## config.mk

```make
export PLATFORM = sky130hd
export DESIGN_NAME = flot_isqrt_prep
export DESIGN_NICKNAME = d
export VERILOG_FILES = /design/src/rtl/flot_pkg.sv /design/src/rtl/flot_skid2.sv /design/src/rtl/flot_isqrt_prep.sv
export SDC_FILE = /design/constraint.sdc
export NUM_CORES = 1
export LEC_CHECK = 0
export BUFFER_PORTS_ARGS = -buffer_cell sky130_fd_sc_hd__buf_2
export CORE_ASPECT_RATIO = 0.8
export CORE_MARGIN = 4
export CORE_UTILIZATION = 45
export DETAILED_ROUTE_END_ITERATION = 7
export PLACE_DENSITY = 0.66
export SYNTH_ARGS = -nofsm -noshare
export SYNTH_HDL_FRONTEND = slang
export SYNTH_SLANG_ARGS = --single-unit
```

## constraint.sdc

```tcl
create_clock -name CLK -period 2.6 [get_ports CLK]
set_clock_uncertainty 0.15 [all_clocks]
set_input_delay 0.26 -clock CLK [delete_from_list [all_inputs] [get_ports CLK]]
set_output_delay 0.26 -clock CLK [all_outputs]
set_load 0.1 [all_outputs]
```

## src/rtl/flot_pkg.sv

```systemverilog
// Shared definitions for the flot inverse-square-root front end and merge stage:
// class codes, default operand geometry and the operand classifier.
package flot_pkg;

    localparam int FLOT_WIDTH     = 32;
    localparam int FLOT_WIDTH_EXP = 8;
    localparam int FLOT_WIDTH_MAT = 23;
    localparam int FLOT_SIGN_BIT  = FLOT_WIDTH - 1;
    localparam int FLOT_EXP_HI    = FLOT_WIDTH - 2;
    localparam int FLOT_EXP_LO    = FLOT_WIDTH_MAT;
    localparam int FLOT_CLS_W     = 3;

    typedef logic [FLOT_CLS_W-1:0] flot_cls_t;

    localparam flot_cls_t CLS_NORMAL = 3'd0;
    localparam flot_cls_t CLS_ZERO   = 3'd1;
    localparam flot_cls_t CLS_NEG    = 3'd2;
    localparam flot_cls_t CLS_INF    = 3'd3;
    localparam flot_cls_t CLS_NAN    = 3'd4;
    localparam flot_cls_t CLS_DENORM = 3'd5;

    // Takes field summaries rather than the raw word so one function serves any geometry.
    function automatic flot_cls_t flot_classify(
        input logic sign_s,
        input logic exp_ones_s,
        input logic exp_zero_s,
        input logic mant_zero_s
    );
        flot_cls_t cls_s;
        if (exp_ones_s && !mant_zero_s) begin
            cls_s = CLS_NAN;
        end else if (exp_ones_s && !sign_s) begin
            cls_s = CLS_INF;
        end else if (exp_zero_s && mant_zero_s) begin
            cls_s = CLS_ZERO;
        end else if (sign_s) begin
            cls_s = CLS_NEG;
        end else if (exp_zero_s) begin
            cls_s = CLS_DENORM;
        end else begin
            cls_s = CLS_NORMAL;
        end
        return cls_s;
    endfunction

endpackage

```

## src/rtl/flot_skid2.sv

```systemverilog
// Two-entry skid FIFO. Entry 0 is always the head, so the head output needs no read mux.
module flot_skid2
    import flot_pkg::*;
#(
    parameter int DW = FLOT_WIDTH + FLOT_CLS_W
) (
    input  logic          CLK,
    input  logic          nRST,
    input  logic          push,
    input  logic          pop,
    input  logic [DW-1:0] din,
    output logic [DW-1:0] head,
    output logic [1:0]    count
);

    logic [DW-1:0] ent0_r;
    logic [DW-1:0] ent1_r;
    logic [1:0]    cnt_r;

    // Storage and occupancy update; a pop shifts entry 1 down into the head slot.
    always_ff @(posedge CLK) begin
        if (!nRST) begin
            ent0_r <= '0;
            ent1_r <= '0;
            cnt_r  <= 2'd0;
        end else begin
            case ({push, pop})
                2'b10: begin
                    case (cnt_r)
                        2'd0: begin
                            ent0_r <= din;
                            cnt_r  <= 2'd1;
                        end
                        2'd1: begin
                            ent1_r <= din;
                            cnt_r  <= 2'd2;
                        end
                        default: begin
                            cnt_r <= cnt_r;
                        end
                    endcase
                end
                2'b01: begin
                    if (cnt_r != 2'd0) begin
                        ent0_r <= ent1_r;
                        cnt_r  <= cnt_r - 2'd1;
                    end else begin
                        cnt_r <= 2'd0;
                    end
                end
                2'b11: begin
                    case (cnt_r)
                        2'd2: begin
                            ent0_r <= ent1_r;
                            ent1_r <= din;
                        end
                        default: begin
                            ent0_r <= din;
                            cnt_r  <= 2'd1;
                        end
                    endcase
                end
                default: begin
                    cnt_r <= cnt_r;
                end
            endcase
        end
    end

    assign head  = ent0_r;
    assign count = cnt_r;

endmodule

```

## src/rtl/flot_isqrt_prep.sv

```systemverilog
// Operand preparation for the inverse-square-root pipeline: classify, buffer, feed the
// pipeline register and carry {valid, class} down a delay line matched to the pipeline.
module flot_isqrt_prep
    import flot_pkg::*;
#(
    parameter int WIDTH     = FLOT_WIDTH,
    parameter int WIDTH_exp = FLOT_WIDTH_EXP,
    parameter int WIDTH_mat = FLOT_WIDTH_MAT,
    parameter int LAT       = 4
) (
    input  logic             CLK,
    input  logic             nRST,
    input  logic             in_valid,
    input  logic [WIDTH-1:0] in_data,
    output logic             in_ready,
    input  logic             hold,
    output logic [WIDTH-1:0] OP,
    output logic             CE,
    output logic             exce,
    output logic             vld_d,
    output logic [2:0]       cls_d
);

    localparam int SK_W = WIDTH + FLOT_CLS_W;

    logic [WIDTH_exp-1:0] exp_s;
    logic [WIDTH_mat-1:0] mant_s;
    flot_cls_t            cls_in_s;
    logic [1:0]           count_s;
    logic [SK_W-1:0]      head_s;
    logic                 advance_s;
    logic                 accept_s;
    logic                 pop_s;
    logic                 push_s;
    logic                 bypass_s;
    logic [WIDTH-1:0]     op_nxt_s;
    flot_cls_t            cls_nxt_s;
    logic                 v_nxt_s;
    logic                 v0_r;
    flot_cls_t            cls0_r;

    assign exp_s    = in_data[WIDTH-2 -: WIDTH_exp];
    assign mant_s   = in_data[WIDTH_mat-1:0];
    assign cls_in_s = flot_classify(in_data[WIDTH-1], &exp_s, ~|exp_s, ~|mant_s);

    assign in_ready  = nRST & (count_s != 2'd2);
    assign CE        = nRST & ~hold;
    assign advance_s = CE;
    assign accept_s  = in_valid & in_ready;
    assign pop_s     = advance_s & (count_s != 2'd0);
    assign bypass_s  = advance_s & (count_s == 2'd0) & accept_s;
    // A beat that goes straight to OP must not also land in the FIFO.
    assign push_s    = accept_s & ~bypass_s;

    flot_skid2 #(
        .DW(SK_W)
    ) u_skid (
        .CLK  (CLK),
        .nRST (nRST),
        .push (push_s),
        .pop  (pop_s),
        .din  ({in_data, cls_in_s}),
        .head (head_s),
        .count(count_s)
    );

    // Source select for the output register: buffered head first, then bypass, else bubble.
    always_comb begin
        op_nxt_s  = '0;
        cls_nxt_s = CLS_NORMAL;
        v_nxt_s   = 1'b0;
        if (count_s != 2'd0) begin
            op_nxt_s  = head_s[SK_W-1:FLOT_CLS_W];
            cls_nxt_s = head_s[FLOT_CLS_W-1:0];
            v_nxt_s   = 1'b1;
        end else if (accept_s) begin
            op_nxt_s  = in_data;
            cls_nxt_s = cls_in_s;
            v_nxt_s   = 1'b1;
        end else begin
            op_nxt_s  = '0;
            cls_nxt_s = CLS_NORMAL;
            v_nxt_s   = 1'b0;
        end
    end

    // Pipeline operand register; frozen while the downstream is stalled.
    always_ff @(posedge CLK) begin
        if (!nRST) begin
            OP     <= '0;
            exce   <= 1'b0;
            v0_r   <= 1'b0;
            cls0_r <= CLS_NORMAL;
        end else if (advance_s) begin
            OP     <= op_nxt_s;
            exce   <= (cls_nxt_s != CLS_NORMAL);
            v0_r   <= v_nxt_s;
            cls0_r <= cls_nxt_s;
        end
    end

    generate
        if (LAT == 1) begin : g_direct
            assign vld_d = v0_r;
            assign cls_d = cls0_r;
        end else begin : g_taps
            logic      vld_tap_r [LAT-1];
            flot_cls_t cls_tap_r [LAT-1];

            // Sideband delay line, advancing in lockstep with the pipeline enable.
            always_ff @(posedge CLK) begin
                if (!nRST) begin
                    for (int i = 0; i < LAT - 1; i++) begin
                        vld_tap_r[i] <= 1'b0;
                        cls_tap_r[i] <= CLS_NORMAL;
                    end
                end else if (advance_s) begin
                    vld_tap_r[0] <= v0_r;
                    cls_tap_r[0] <= cls0_r;
                    for (int i = 1; i < LAT - 1; i++) begin
                        vld_tap_r[i] <= vld_tap_r[i-1];
                        cls_tap_r[i] <= cls_tap_r[i-1];
                    end
                end
            end

            assign vld_d = vld_tap_r[LAT-2];
            assign cls_d = cls_tap_r[LAT-2];
        end
    endgenerate

endmodule
```

== Word level (Yosys, flattened, before mapping) ==
Memories as Yosys holds them, arrays and structs flattened.
Cells that the tools add are included.

* Memories: 2
* Output and inout port bits: 39
* Register bits after elaboration: 109
* Memory bits (writable): 12
* Logic and storage cells: 86
* Input port bits: 36

* $add $sub $neg: 1
* Eq/ne operators: 12
* Bitwise logic cells: 15
* Mux-type cells: 32
* Reduce and logical (&&, ||, !) cells: 17

{| class="wikitable"
|+ Memory list
! memory !! words !! width !! rd ports !! clocked after Yosys merged registers in !! wr ports !! RTL line !! source
|-
| g_taps.cls_tap_r || 3 || 3 || 3 || 0 || 3 || flot_isqrt_prep.sv:108 || <nowiki>flot_cls_t cls_tap_r [LAT-1];</nowiki>
|-
| g_taps.vld_tap_r || 3 || 1 || 3 || 0 || 3 || flot_isqrt_prep.sv:107 || <nowiki>logic vld_tap_r [LAT-1];</nowiki>
|}

{| class="wikitable"
|+ Operators with widths
! cell !! number
|-
| 35-bit 2-to-1 mux || 5
|-
| 35-bit case mux with 3 select lines || 1
|-
| 35-bit case mux with 2 select lines || 1
|-
| 32-bit 2-to-1 mux || 2
|-
| 3-bit 2-to-1 mux || 10
|-
| 23-bit OR reduction || 1
|-
| 2-bit != test (second input constant) || 5
|-
| 1-bit 2-to-1 mux || 9
|-
| 3-bit AND reduction || 3
|-
| 8-bit AND reduction || 1
|-
| 8-bit OR reduction || 1
|-
| 1-bit AND || 7
|-
| 2-bit == test (second input constant) || 3
|-
| 1-bit OR || 6
|-
| 2-bit case mux with 3 select lines || 1
|-
| 3-bit nonzero test || 2
|-
| 2-bit by 1-bit == test with 1-bit output (second input constant) || 2
|-
| 2-bit 2-to-1 mux || 2
|-
| 2-bit case mux with 2 select lines || 1
|-
| 2-bit nonzero test || 2
|-
| 1-bit logical AND || 3
|-
| 1-bit zero test || 3
|-
| 3-bit != test (second input constant) || 1
|-
| 2-bit zero test || 1
|-
| 3 further kinds || 4
|}

== Logic depth before layout (Yosys ltp) ==
* Word-level depth: 9
* Mapped depth: 8

== Modules after synthesis ==
A second synthesis with hierarchy kept.

* Cells, all modules: 615
* Area total of the unflattened synthesis: 5128.7 um^2

{| class="wikitable"
|+ Modules (own cells, without submodules)
! module !! cells an instance !! seq. area each (um^2) !! area an instance (um^2) !! instances
|-
| flot_skid2 || 374 || 1441.4 || 2916.5 || 1
|-
| flot_isqrt_prep || 241 || 1101.1 || 2212.1 || 1
|}

== Worst setup path before layout ==
Ideal clock, no wire load.

* Path kind: in2out
* From: in nRST
* To: out in_ready
* Required time: 2.190 ns
* Stages: 4
* Buffers on the path: 2
* Setup slack: 0.026 ns
* Arrival: 2.164 ns
* Cells stage by stage: inv_2 clkbuf_1 clkbuf_1 a21oi_1

* Cells in the longest elaborated chain, start to end: 1

{| class="wikitable"
|+ RTL lines
! what !! RTL line !! source
|-
| from (decl) || flot_isqrt_prep.sv:12 || <nowiki>input logic nRST,</nowiki>
|-
| 1-bit AND || flot_isqrt_prep.sv:46 || <nowiki>assign in_ready = nRST & (count_s != 2'd2);</nowiki>
|-
| to (decl) || flot_isqrt_prep.sv:15 || <nowiki>output logic in_ready,</nowiki>
|}

Every way passes these cells.

== Final worst setup path ==
* From: in in_data[16]
* To: reg u_skid.ent0_r[1], in the netlist u_skid.head[1]

* Cells in the longest elaborated chain, start to end: 8
* Elaborated cells on any way between the ends: 10
* Those cells by class: 6 x mux; 4 x reduce/logical

{| class="wikitable"
|+ RTL lines
! what !! RTL line !! source
|-
| from (decl) || flot_isqrt_prep.sv:14 || <nowiki>input logic [WIDTH-1:0] in_data,</nowiki>
|-
| 23-bit OR reduction (*) || flot_isqrt_prep.sv:44 || <nowiki>assign cls_in_s = flot_classify(in_data[WIDTH-1], &exp_s, ~|exp_s, ~|mant_s);</nowiki>
|-
| 1-bit zero test || flot_isqrt_prep.sv:44 ||
|-
| 1-bit logical AND || flot_pkg.sv:34 || <nowiki>end else if (exp_zero_s && mant_zero_s) begin</nowiki>
|-
| 3-bit 2-to-1 mux || flot_pkg.sv:34 ||
|-
| 3-bit 2-to-1 mux || flot_pkg.sv:32 || <nowiki>end else if (exp_ones_s && !sign_s) begin</nowiki>
|-
| 3-bit 2-to-1 mux (*) || flot_pkg.sv:30 || <nowiki>if (exp_ones_s && !mant_zero_s) begin</nowiki>
|-
| 35-bit 2-to-1 mux (on tied branches) || flot_skid2.sv:52, flot_skid2.sv:29 ||
|-
| 35-bit case mux with 3 select lines (*) || flot_skid2.sv:27 || <nowiki>case ({push, pop})</nowiki>
|-
| to (signal assigned) || flot_skid2.sv:31 || <nowiki>ent0_r <= din;</nowiki>
|-
| to (signal assigned) || flot_skid2.sv:54 || <nowiki>ent0_r <= ent1_r;</nowiki>
|-
| to (signal assigned) || flot_skid2.sv:58 || <nowiki>ent0_r <= din;</nowiki>
|-
| to (decl) || flot_skid2.sv:16 || <nowiki>logic [DW-1:0] ent0_r;</nowiki>
|}

Every way passes the cells marked *; elsewhere a longest branch is shown, timed or not. The select of a mux whose other input is x is not followed.
A chain may end at the register's enable or synchronous reset.

==> out/qor.csv <==
stage,metric,value,unit
routing,drt_iter0_markers,502,
power,p_leak,2.46,nW
placement,place_ws,0.510,ns
power,peakVddDrop,0.482,mV
global_route,antenna_found_initial,0,
synthesis,syn_area,0.00485,mm2
global_route,grt_pass1_wl,21.1,mm
timing,layout_worst_path_cycle_share,86.1,%
floorplan,design.portCount,75,
floorplan,die_h,101,um
critical_path,crit_path_end,u_skid.head[1],
floorplan,die_w,124,um
placement,gp_congestion,0.797,
critical_path,path_cells,"dlygate4sd3_1, buf_2, nor4_1, and4_2, a21oi_2, or3_4, o32ai_2",
cts,cts_tree,built,
floorplan,start_util,46.6,%
routing,wire_per_inst,16.5,um
power,totalPowerFinal,4.91,mW
cts,cts_made_buffers,17,
critical_path,endpoint_kind,flip-flop,
critical_path,crit_fanout,4,
cells_and_area,regArea,0.00254,mm2
critical_path,critPathMaxStageDelay,0.53,ns
synthesis,synthArstFlopShare,0,%
synthesis,synth_top_area_share,45.0,%
timing,maxSlewViolCount,0,
critical_path,critPathLaunchType,primary input,
synthesis,synth_seq_area_share,52.4,%
timing,slew_headroom,58.5,%
cells_and_area,drive_gt1_share,20.1,%
routing,drc,0,
cts,holdBufCountCts,29,
synthesis,synth-seq-cells,121,
global_route,first_global_vias,4246,
cts,ctsResizeCount,0,
cts,clk_latency,0.41,ns
timing,final-hold-violation-count,0,
placement,placed_cells,732,
critical_path,crit_required,2.76,ns
cells_and_area,n_fill_cell,910,
status,status,completed,
critical_path,startpoint,in_data[16],
floorplan,dieArea,0.0125,mm2
routing,first_pass_iters,8,
critical_path,worstReg2RegEnd,u_skid.head[22],
floorplan,fp-row-count,33,
synthesis,synth.avg_cell_area,8.71,um2
floorplan,core_area,0.0104,mm2
synthesis,yosysMostFrequentCell,nand2_1,
routing,via_per_inst,5.66,
placement,port-buffer-count,74,
cts,cts_sinks,121,
critical_path,r2r_slack,0.61,ns
timing,setup_viol,0,
synthesis,yosysTopAreaCell,dfxtp_1,
synthesis,yosysUniqueCellTypes,45,
flow_run,drv_cap,0,
timing,min_period,2.24,ns
cells_and_area,nNetsFinal,676,
synthesis,synth_nets,593,
power,powerDensity,789,mW/mm2
min_path,hp-class,primary input to flip-flop,
critical_path,reg2reg_from,u_skid.count[1],
critical_path,crit_arrival,2.40,ns
synthesis,synth_edf_count,12,
cells_and_area,layoutNonFillerInstCount,793,
cells_and_area,diodes,0,
cts,clockBufferDepth,2,
synthesis,syn_inst,557,
cts,root_buffer,clkbuf_16,
cts,clk_pin_slew,0.05,ns
cells_and_area,areaGrowthSynthToFinish,28.2,%
cts,post-cts-setup-buffer-count,0,
timing,grt_setup_unrepaired,false,
critical_path,worst-setup-path-type,primary input to flip-flop,
routing,vias,4490,
global_route,overflow,0,
synthesis,yosysWarnings,0,
cells_and_area,multiInputGateArea,0.00209,mm2
placement,place.detailed.hpwl,7.70,mm
critical_path,worst_path_max_delay_cell,dlygate4sd3_1,
timing,fin_ws,0.362,ns
global_route,grtUsageTotal,21.6,%
min_path,min_from,in_data[18],
cts,cts_htree_levels,4,
routing,routed_wl,13.1,mm
synthesis,synth.area.top_cells,"dfxtp_1 45%, nand2_1 11%, edfxtp_1 7.4%",
timing,finalSetupTns,0,ns
timing,tightest_slew,0.616,ns
global_route,grt_max_degree,58,
critical_path,r2r_cells,6,
synthesis,synth_common_cells,"139 x nand2_1, 109 x dfxtp_1, 72 x nor2_1, 38 x a21oi_1, 37 x clkbuf_1",
timing,fmax,447,MHz
routing,final_antenna_net_count,0,
synthesis,synth-main-ff-cell,dfxtp_1,
==> logic make-up after synthesis <==
logic type	count (synthesis)	share of synthesized area [%]
AOI/OAI and AO/OA	124	19.8
xor gates and xnor gates	2	0.361
buffers and inverters	56	4.87
DFF	121	52.4
and+or+nand+nor	254	22.6
==> worst max-delay path, delay by kind of cell <==
| kind | cells | cell delay, ns |
|---|---|---|
| buf+inv | 2 | 0.68 |
| compound gates | 2 | 0.34 |
| simple gates | 3 | 1.13 |
==> sequential cells by signal, indices dropped and copies added (netlist names) <==
register,flops
g_taps.vld_tap_r,3
g_taps.cls_tap_r,9
cls0_r,3
exce,1
u_skid.head,35
v0_r,1
OP,32
u_skid.count,2
u_skid.ent1_r,35
==> layout by cell type, fill, tap and decap left out, types with 2 or more instances in the layout <==
master         synthesis  layout
a21oi_1               38      38
a222oi_1              32      32
a22oi_1                3       3
a311oi_1              32      32
a32oi_1                2       2
and3_1                14      14
and4_2                 2       2
buf_12                 0       2
buf_2                  9      74
buf_4                  4      11
bufinv_16              0       4
clkbuf_1              37       2
clkbuf_16              0      17
clkinv_2               0       3
clkinvlp_4             0       4
dfxtp_1              109     109
dlygate4sd3_1          0      29
edfxtp_1              12      12
inv_1                  3       3
nand2_1              139     139
nand3_1                4       4
nand4_1                2       2
nor2_1                72      71
nor2_4                 1       2
nor3_1                 3       3
nor4_1                 5       5
o211ai_1               2       2
o21ai_0                7       7
or4_4                  2       2
==> how the worst min path moves through the flow <==
stage                              endpoint  depth (start not counted)
after floorplan           u_skid.ent1_r[10]                          2
after global placement    u_skid.ent1_r[22]                          2
after detailed placement  u_skid.ent1_r[16]                          2
after CTS                  u_skid.ent1_r[4]                          3
after global routing       u_skid.ent1_r[4]                          3
final                     u_skid.ent1_r[21]                          3
==> power by group <==
| part | internal [mW] | leakage [nW] | switching, mW |
|---|---|---|---|
| clock network | 1.59 | 0.286 | 0.814 |
| registers | 1.96 | 1.02 | 0.0375 |
| logic | 0.147 | 1.16 | 0.356 |
==> per-layer routing <==
layer  part of all wire (%)  global-route usage, %
met4                   0.80                   6.40
met2                     48                   34.6
met5                      0                      0
met1                     44                   28.5
met3                    7.2                   5.84
==> through the flow <==
step / utilization [%] / cell area (um2) / hold WS (ns)
floorplan: - / 4850 / 0.246
global placement: 51.1 / 5320 / 0.292
detailed placement: 51.1 / 5320 / 0.297
CTS: 59.8 / 6220 / 0.00133
global route: 59.8 / 6220 / 0.00319
finish: 59.8 / 6220 / 0.0179
==> area by class of cell <==
type	count	area share [%]
clock buffer	19	6.96
clock inverter	13	2.86
sequential	121	40.9
timing repair buffer	116	12.6
multi-input combinational	380	33.7
tap	140	2.82
inverter	4	0.241
No activity file was read; power rests on OpenSTA's default activity.
